$ cat src/rtl/gpr_wb_ctrl_pkg.sv
// Shared CPU definitions used by the GPR writeback controller:
// register file geometry and active-low enable encodings.
package gpr_wb_ctrl_pkg;

    localparam int unsigned CPU_REG_NUM     = 32;
    localparam int unsigned CPU_REG_ADDR_W  = 5;
    localparam int unsigned CPU_WORD_DATA_W = 32;

    localparam logic ENABLE_  = 1'b0;
    localparam logic DISABLE_ = 1'b1;

endpackage

$ cat src/rtl/gpr_wb_fifo.sv
// Two-entry in-order writeback FIFO with address squash and compaction;
// reports how many entries were squashed so the scoreboard can retire them.
module gpr_wb_fifo #(
    parameter int unsigned ADDR_W = 5,
    parameter int unsigned DATA_W = 32
) (
    input  logic              clk,
    input  logic              reset,
    input  logic              push,
    input  logic [ADDR_W-1:0] push_addr,
    input  logic [DATA_W-1:0] push_data,
    input  logic              pop,
    input  logic              squash,
    input  logic [ADDR_W-1:0] squash_addr,
    output logic [1:0]        count,
    output logic [ADDR_W-1:0] head_addr,
    output logic [DATA_W-1:0] head_data,
    output logic [1:0]        squash_cnt
);

    logic [ADDR_W-1:0] addr_q [2];
    logic [DATA_W-1:0] data_q [2];
    logic [ADDR_W-1:0] addr_d [2];
    logic [DATA_W-1:0] data_d [2];
    logic [1:0]        count_q, count_d;
    logic              hit0, hit1, keep0, keep1;
    logic [1:0]        keep_cnt;

    assign count     = count_q;
    assign head_addr = addr_q[0];
    assign head_data = data_q[0];

    always_comb begin
        addr_d   = addr_q;
        data_d   = data_q;
        hit0     = squash && (count_q != 2'd0) && (addr_q[0] == squash_addr);
        hit1     = squash && (count_q == 2'd2) && (addr_q[1] == squash_addr);
        keep0    = (count_q != 2'd0) && !pop && !hit0;
        keep1    = (count_q == 2'd2) && !hit1;
        keep_cnt = {1'b0, keep0} + {1'b0, keep1};
        squash_cnt = {1'b0, hit0} + {1'b0, hit1};
        // Survivors slide toward the head; the push lands behind them.
        if (!keep0 && keep1) begin
            addr_d[0] = addr_q[1];
            data_d[0] = data_q[1];
        end
        if (push) begin
            if (keep_cnt == 2'd0) begin
                addr_d[0] = push_addr;
                data_d[0] = push_data;
            end else begin
                addr_d[1] = push_addr;
                data_d[1] = push_data;
            end
        end
        count_d = keep_cnt + {1'b0, push};
    end

    always_ff @(posedge clk or posedge reset) begin
        if (reset) begin
            count_q <= '0;
            for (int unsigned i = 0; i < 2; i++) begin
                addr_q[i] <= '0;
                data_q[i] <= '0;
            end
        end else begin
            count_q <= count_d;
            addr_q  <= addr_d;
            data_q  <= data_d;
        end
    end

endmodule

$ cat src/rtl/gpr_wb_ctrl.sv
// GPR writeback controller: arbitrates load/ALU writebacks onto the single
// GPR write port and tracks pending writes per register for hazard stalls.
module gpr_wb_ctrl
    import gpr_wb_ctrl_pkg::*;
#(
    parameter int unsigned REG_NUM     = CPU_REG_NUM,
    parameter int unsigned REG_ADDR_W  = CPU_REG_ADDR_W,
    parameter int unsigned WORD_DATA_W = CPU_WORD_DATA_W
) (
    input  logic                   clk,
    input  logic                   reset,
    input  logic                   iss_valid,
    input  logic [REG_ADDR_W-1:0]  iss_addr,
    output logic                   iss_rdy,
    input  logic                   ex_req,
    input  logic [REG_ADDR_W-1:0]  ex_addr,
    input  logic [WORD_DATA_W-1:0] ex_data,
    output logic                   ex_rdy,
    input  logic                   mem_req,
    input  logic [REG_ADDR_W-1:0]  mem_addr,
    input  logic [WORD_DATA_W-1:0] mem_data,
    input  logic [REG_ADDR_W-1:0]  rd_addr_0,
    input  logic [REG_ADDR_W-1:0]  rd_addr_1,
    output logic                   rd_stall_0,
    output logic                   rd_stall_1,
    output logic                   gpr_we_,
    output logic [REG_ADDR_W-1:0]  gpr_wr_addr,
    output logic [WORD_DATA_W-1:0] gpr_wr_data
);

    logic [1:0]             cnt_q [REG_NUM];
    logic [1:0]             cnt_d [REG_NUM];
    logic [1:0]             fifo_count, squash_cnt;
    logic [REG_ADDR_W-1:0]  head_addr;
    logic [WORD_DATA_W-1:0] head_data;
    logic                   ex_acc, push, pop, iss_fire;
    logic                   sel_valid;
    logic [REG_ADDR_W-1:0]  sel_addr;
    logic [WORD_DATA_W-1:0] sel_data;

    gpr_wb_fifo #(
        .ADDR_W (REG_ADDR_W),
        .DATA_W (WORD_DATA_W)
    ) u_fifo (
        .clk         (clk),
        .reset       (reset),
        .push        (push),
        .push_addr   (ex_addr),
        .push_data   (ex_data),
        .pop         (pop),
        .squash      (mem_req),
        .squash_addr (mem_addr),
        .count       (fifo_count),
        .head_addr   (head_addr),
        .head_data   (head_data),
        .squash_cnt  (squash_cnt)
    );

    assign ex_rdy     = (fifo_count != 2'd2);
    assign iss_rdy    = (cnt_q[iss_addr] != 2'd3);
    assign iss_fire   = iss_valid && iss_rdy;
    assign rd_stall_0 = (cnt_q[rd_addr_0] != 2'd0);
    assign rd_stall_1 = (cnt_q[rd_addr_1] != 2'd0);

    always_comb begin
        sel_valid = 1'b0;
        sel_addr  = '0;
        sel_data  = '0;
        pop       = 1'b0;
        ex_acc    = ex_req && ex_rdy;
        if (mem_req) begin
            sel_valid = 1'b1;
            sel_addr  = mem_addr;
            sel_data  = mem_data;
        end else if (fifo_count != 2'd0) begin
            sel_valid = 1'b1;
            sel_addr  = head_addr;
            sel_data  = head_data;
            pop       = 1'b1;
        end else if (ex_acc) begin
            sel_valid = 1'b1;
            sel_addr  = ex_addr;
            sel_data  = ex_data;
        end
        push = ex_acc && (mem_req || (fifo_count != 2'd0));
    end

    // Squashed entries always share mem_addr, so their retirement folds
    // into that register's decrement; result saturates at zero.
    always_comb begin
        logic [2:0] up;
        logic [2:0] dn;
        for (int unsigned r = 0; r < REG_NUM; r++) begin
            up = {1'b0, cnt_q[r]}
               + {2'b0, (iss_fire && (iss_addr == REG_ADDR_W'(r)))};
            dn = {2'b0, (sel_valid && (sel_addr == REG_ADDR_W'(r)))}
               + ((mem_req && (mem_addr == REG_ADDR_W'(r))) ? {1'b0, squash_cnt} : 3'd0);
            cnt_d[r] = (up > dn) ? 2'(up - dn) : 2'd0;
        end
    end

    always_ff @(posedge clk or posedge reset) begin
        if (reset) begin
            for (int unsigned r = 0; r < REG_NUM; r++) begin
                cnt_q[r] <= '0;
            end
            gpr_we_     <= DISABLE_;
            gpr_wr_addr <= '0;
            gpr_wr_data <= '0;
        end else begin
            cnt_q   <= cnt_d;
            gpr_we_ <= sel_valid ? ENABLE_ : DISABLE_;
            if (sel_valid) begin
                gpr_wr_addr <= sel_addr;
                gpr_wr_data <= sel_data;
            end
        end
    end

endmodule

$ cat config.mk
export PLATFORM = sky130hd
export DESIGN_NAME = gpr_wb_ctrl
export DESIGN_NICKNAME = d
export VERILOG_FILES = /design/src/rtl/gpr_wb_ctrl_pkg.sv /design/src/rtl/gpr_wb_fifo.sv /design/src/rtl/gpr_wb_ctrl.sv
export SDC_FILE = /design/constraint.sdc
export NUM_CORES = 1
export LEC_CHECK = 0
export BUFFER_PORTS_ARGS = -buffer_cell sky130_fd_sc_hd__buf_2
export CAP_MARGIN = 5
export CORE_ASPECT_RATIO = 2
export CORE_MARGIN = 4
export CORE_UTILIZATION = 60
export CTS_BUF_LIST = sky130_fd_sc_hd__clkbuf_8
export DETAILED_ROUTE_END_ITERATION = 8
export GPL_TIMING_DRIVEN = 0
export PLACE_DENSITY = 0.81
export SYNTH_ARGS = -nofsm -noshare
export SYNTH_HDL_FRONTEND = slang
export SYNTH_SLANG_ARGS = --single-unit
$ cat constraint.sdc
create_clock -name clk -period 7.9 [get_ports clk]
set_clock_uncertainty 0.1 [all_clocks]
set_input_delay 0.395 -clock clk [delete_from_list [all_inputs] [get_ports clk]]
set_output_delay 0.395 -clock clk [all_outputs]
set_load 0.02 [all_outputs]
==> metrics.md <==
| Metric | Value |
|---|---|
| Longest Clk Path Bufs | `2` |
| R2R depth | `13` |
| Simple-gate share of the synthesized area | `18.8%` |
| Total gr overflow | `0` |
| Hold Violations, Final | `0` |
| Min-delay worst type | `in -> reg` |
| Leakage power | `7.04 nW` |
| Initial Util | `61.2%` |
| Post-synth top area cell | `dfrtp_1` |
| DRT iter0 DRCs | `673` |
| Diodes inserted | `0` |
| TritonCTS clock tree | `built` |
| Layout net count | `around 2000` |
| Actual slew at the worst max-slew pin | `1.14 ns` |
| Final Core Density | `67.8%` |
| DR vias/cell | `6.14` |
| First-pass DRT Iterations | `8` |
| Sequential area share after synthesis | `between 30% and 40%` |
| DRC Markers | `0` |
| Die height | `221 µm` |
| Combinational family with the most area after synthesis | `adder cells` |
| First-pass GRT wire length | `65400 µm` |
| GRT Total Usage | `33.7%` |
| Skew-Pair Late Insertion Delay | `between 0.5 and 0.6 ns` |
| Setup bufs post-CTS | `0` |
| Critical Path Sink | `cnt_q[37]` |
| Adder-cell area share of the yosys netlist | `a little over a fifth` |
| Max_cap viols | `0` |
| Fraction of layout cells with a size suffix above 1 | `16.3%` |
| Root Buffer | `clkbuf_8` |
| Period minus WS final | `approximately 4.3 ns` |
| Layout area overhead | `10.8%` |
| Final Slew Violations | `0` |
| Initial antenna violation count | `1` |
| Chip width | `115 µm` |
| Area fraction in compound gates after synthesis | `14.4%` |
| Xor-xnor portion of the synthesized cell area | `less than 1%` |
| CP Launch Point | `u_fifo.count[0]` |
| Flop-to-flop setup slack | `3.60 ns` |
| Critical setup path kind | `reg -> reg` |
| Number of flops mapped to enable cells by yosys | `0` |
| Crit path capture type | `flop` |
| Worst IR drop on VDD | `0.244 mV` |
| Finished Cell Area | `15100 µm²` |
| PD cells | `249 nW/µm²` |
| Setup crit start kind | `flop` |
| Final period utilization | `54.5%` |
| Post-synth ARST share | `100%` |
| Slew Limit Headroom | `between 20% and 30%` |
| Setup TNS | `0 ns` |
| Post-DP HPWL | `33600 µm` |
| DRT antenna net count | `0` |
| Vias in the first global route | `12800` |
| Worst r2r src | `u_fifo.count[0]` |
| Routed length per instance | `~21 µm` |
| WP data arrival | `4.65 ns` |
| WL final | `approximately 42000 µm` |
| Io pins | `between 100 and 150` |
| Yosys Warn Count | `0` |
| CTS sink count | `between 150 and 200` |
| FF+latch count, synth | `178` |
| PortBufs | `127` |
| Worst-path clk slew | `about 0.1 ns` |
| Total vias in the final route | `12200` |
| Core Footprint | `22300 µm²` |
| Ys flop type | `dfrtp_1` |
| Total CTS buffers | `17` |
| Netlist cell types | `slightly below 60` |
| Syn Inst Count | `1550` |
| H-tree Lvls | `4` |
| Syn avg cell area | `8.78 µm²` |
| Largest cells by area after synthesis | `dfrtp_1, ha_1, a21oi_1` |
| Critical Path RT | `8.25 ns` |
| Crit-path max FO | `10` |
| Post-synth net total | `between 1500 and 2000` |
| # setup viols final | `0` |
| Outcome | `finished, final reports clean` |
| RSZ-0062 raised after global routing | `no` |
| RePlAce Congestion | `1.01` |
| Synth Cell Area | `13600 µm²` |
| Mux cell area share after synthesis | `6.02%` |
| Total Die Area | `25300 µm²` |
| FF-to-FF End | `cnt_q[37]` |
| Std cell rows | `77` |
| Pin count of the biggest net entering global routing | `104` |
| Placed cell areas | `about 15000 µm²` |
| Yosys top cell area share | `roughly a third` |
| Max Clock Freq | `0.232 GHz` |
layer usage:
metal	wire (µm)	global-route usage, %	part of all wire, %	vias to the layer above
li1	-	-	-	5730
met1	13200	31.3	31	5755
met2	22100	60.6	53	489
met3	2290	6.48	5.4	220
met4	4360	28.8	10	2
met5	12	0	0.029	-
stage by stage:
stage,power [mW],instances,worst slack (ns),hold slack [ns]
floorplan,2.50,1550,2.58,0.379
global placement,2.96,1953,0.479,0.356
detailed placement,3.02,1954,3.56,0.364
CTS,3.74,1987,3.68,0.0143
global route,3.98,1987,3.36,0.0232
finish,3.75,1987,3.60,0.0269
worst max-delay path, stage by stage, from the launching register on:
cell	delay (ns)
dfrtp_1	0.41
buf_4	0.18
nand2b_1	0.22
nor4_1	0.43
ha_1	0.33
nand3b_1	0.39
clkbuf_1	0.75
nor2_1	0.12
ha_1	0.22
ha_1	0.27
inv_1	0.05
ha_1	0.29
or2_2	0.30
a21oi_1	0.16
kinds of logic (layout without fill, tap and decap cells):
logic type | Yosys count | count (layout)
simple gates | 516 | 516
compound gates | 336 | 336
fa+ha+maj | 228 | 228
buf+inv | 206 | 367
flops | 178 | 178
mux | 76 | 76
xor+xnor | 10 | 10
state kept, by name (all words and copies together) (netlist names):
register	flops
u_fifo.head_addr	5
gpr_we_	1
gpr_wr_data	32
gpr_wr_addr	5
cnt_q	64
u_fifo.data_q	32
u_fifo.head_data	32
u_fifo.count	2
u_fifo.addr_q	5
worst min path at each step:
stage | startpoint | endpoint | slack [ns] | cells past startpoint
after floorplan | u_fifo.data_q[0] | u_fifo.data_q[0] | 0.38 | 1
after global placement | gpr_wr_addr[4] | gpr_wr_addr[4] | 0.36 | 1
after detailed placement | gpr_wr_addr[4] | gpr_wr_addr[4] | 0.36 | 1
after CTS | ex_data[30] | u_fifo.data_q[30] | 0.01 | 2
after global routing | ex_data[14] | u_fifo.data_q[14] | 0.02 | 2
final | ex_data[30] | u_fifo.data_q[30] | 0.03 | 2
cell type report:
cell class | count | area [µm²]
clock inverters | 12 | 169
fillers | 1845 | 7170
multi-input cells | 1166 | 8290
well taps | 276 | 345
repair buffers | 129 | 673
clock buffers | 20 | 275
inverters | 135 | 514
flip-flops and latches | 178 | 4460
plain buffers | 71 | 364
Yosys cell counts, types with 6 or more instances:
| cell | instances |
|---|---|
| mux2_2 | 37 |
| ha_1 | 227 |
| nand2b_1 | 12 |
| nor3_1 | 35 |
| o22ai_1 | 32 |
| dfrtp_1 | 177 |
| buf_1 | 6 |
| clkbuf_1 | 19 |
| nand2_1 | 84 |
| buf_2 | 35 |
| nand3b_1 | 42 |
| a21oi_1 | 159 |
| mux2i_1 | 38 |
| a2111oi_0 | 6 |
| or2_2 | 23 |
| nor2_1 | 196 |
| o21ai_0 | 70 |
| nand3_1 | 40 |
| xnor2_1 | 8 |
| nand4_1 | 12 |
| buf_4 | 6 |
| a211oi_1 | 33 |
| nand4b_1 | 6 |
| inv_1 | 135 |
| nor2b_1 | 39 |
report_power, final:
group          switching, mW  internal (mW)
clock network          0.370          0.345
registers              0.262           1.25
logic                  0.922          0.607
total                   1.55           2.20
repair_timing:
action / 4_1_cts / 5_1_grt
hold buffers: 1 / 0
endpoints found under the setup margin: 0 / 0
resized for setup: 0 / 0
hold endpoints to repair: 101 / 0
layout by cell type, fill, tap and decap left out, types with 5 or more instances in the layout:
cell / synthesis / final
nand3b_1: 42 / 42
o21a_1: 5 / 5
nand3_1: 40 / 40
ha_1: 227 / 227
dfrtp_1: 177 / 177
clkbuf_8: 0 / 20
buf_1: 6 / 6
nand2b_1: 12 / 12
clkbuf_1: 19 / 19
nor4_1: 5 / 5
or2_2: 23 / 23
xnor2_1: 8 / 8
o211ai_1: 5 / 5
mux2_2: 37 / 37
o22ai_1: 32 / 32
nor2_1: 196 / 196
inv_1: 135 / 134
nor3_1: 35 / 35
a21oi_1: 159 / 159
a2111oi_0: 6 / 6
nand2_1: 84 / 84
a211oi_1: 33 / 33
nor2b_1: 39 / 39
o21ai_0: 70 / 70
nand4b_1: 6 / 6
buf_2: 35 / 162
mux2i_1: 38 / 38
buf_4: 6 / 6
nand4_1: 12 / 12
Power figures use the tool's default switching activity.
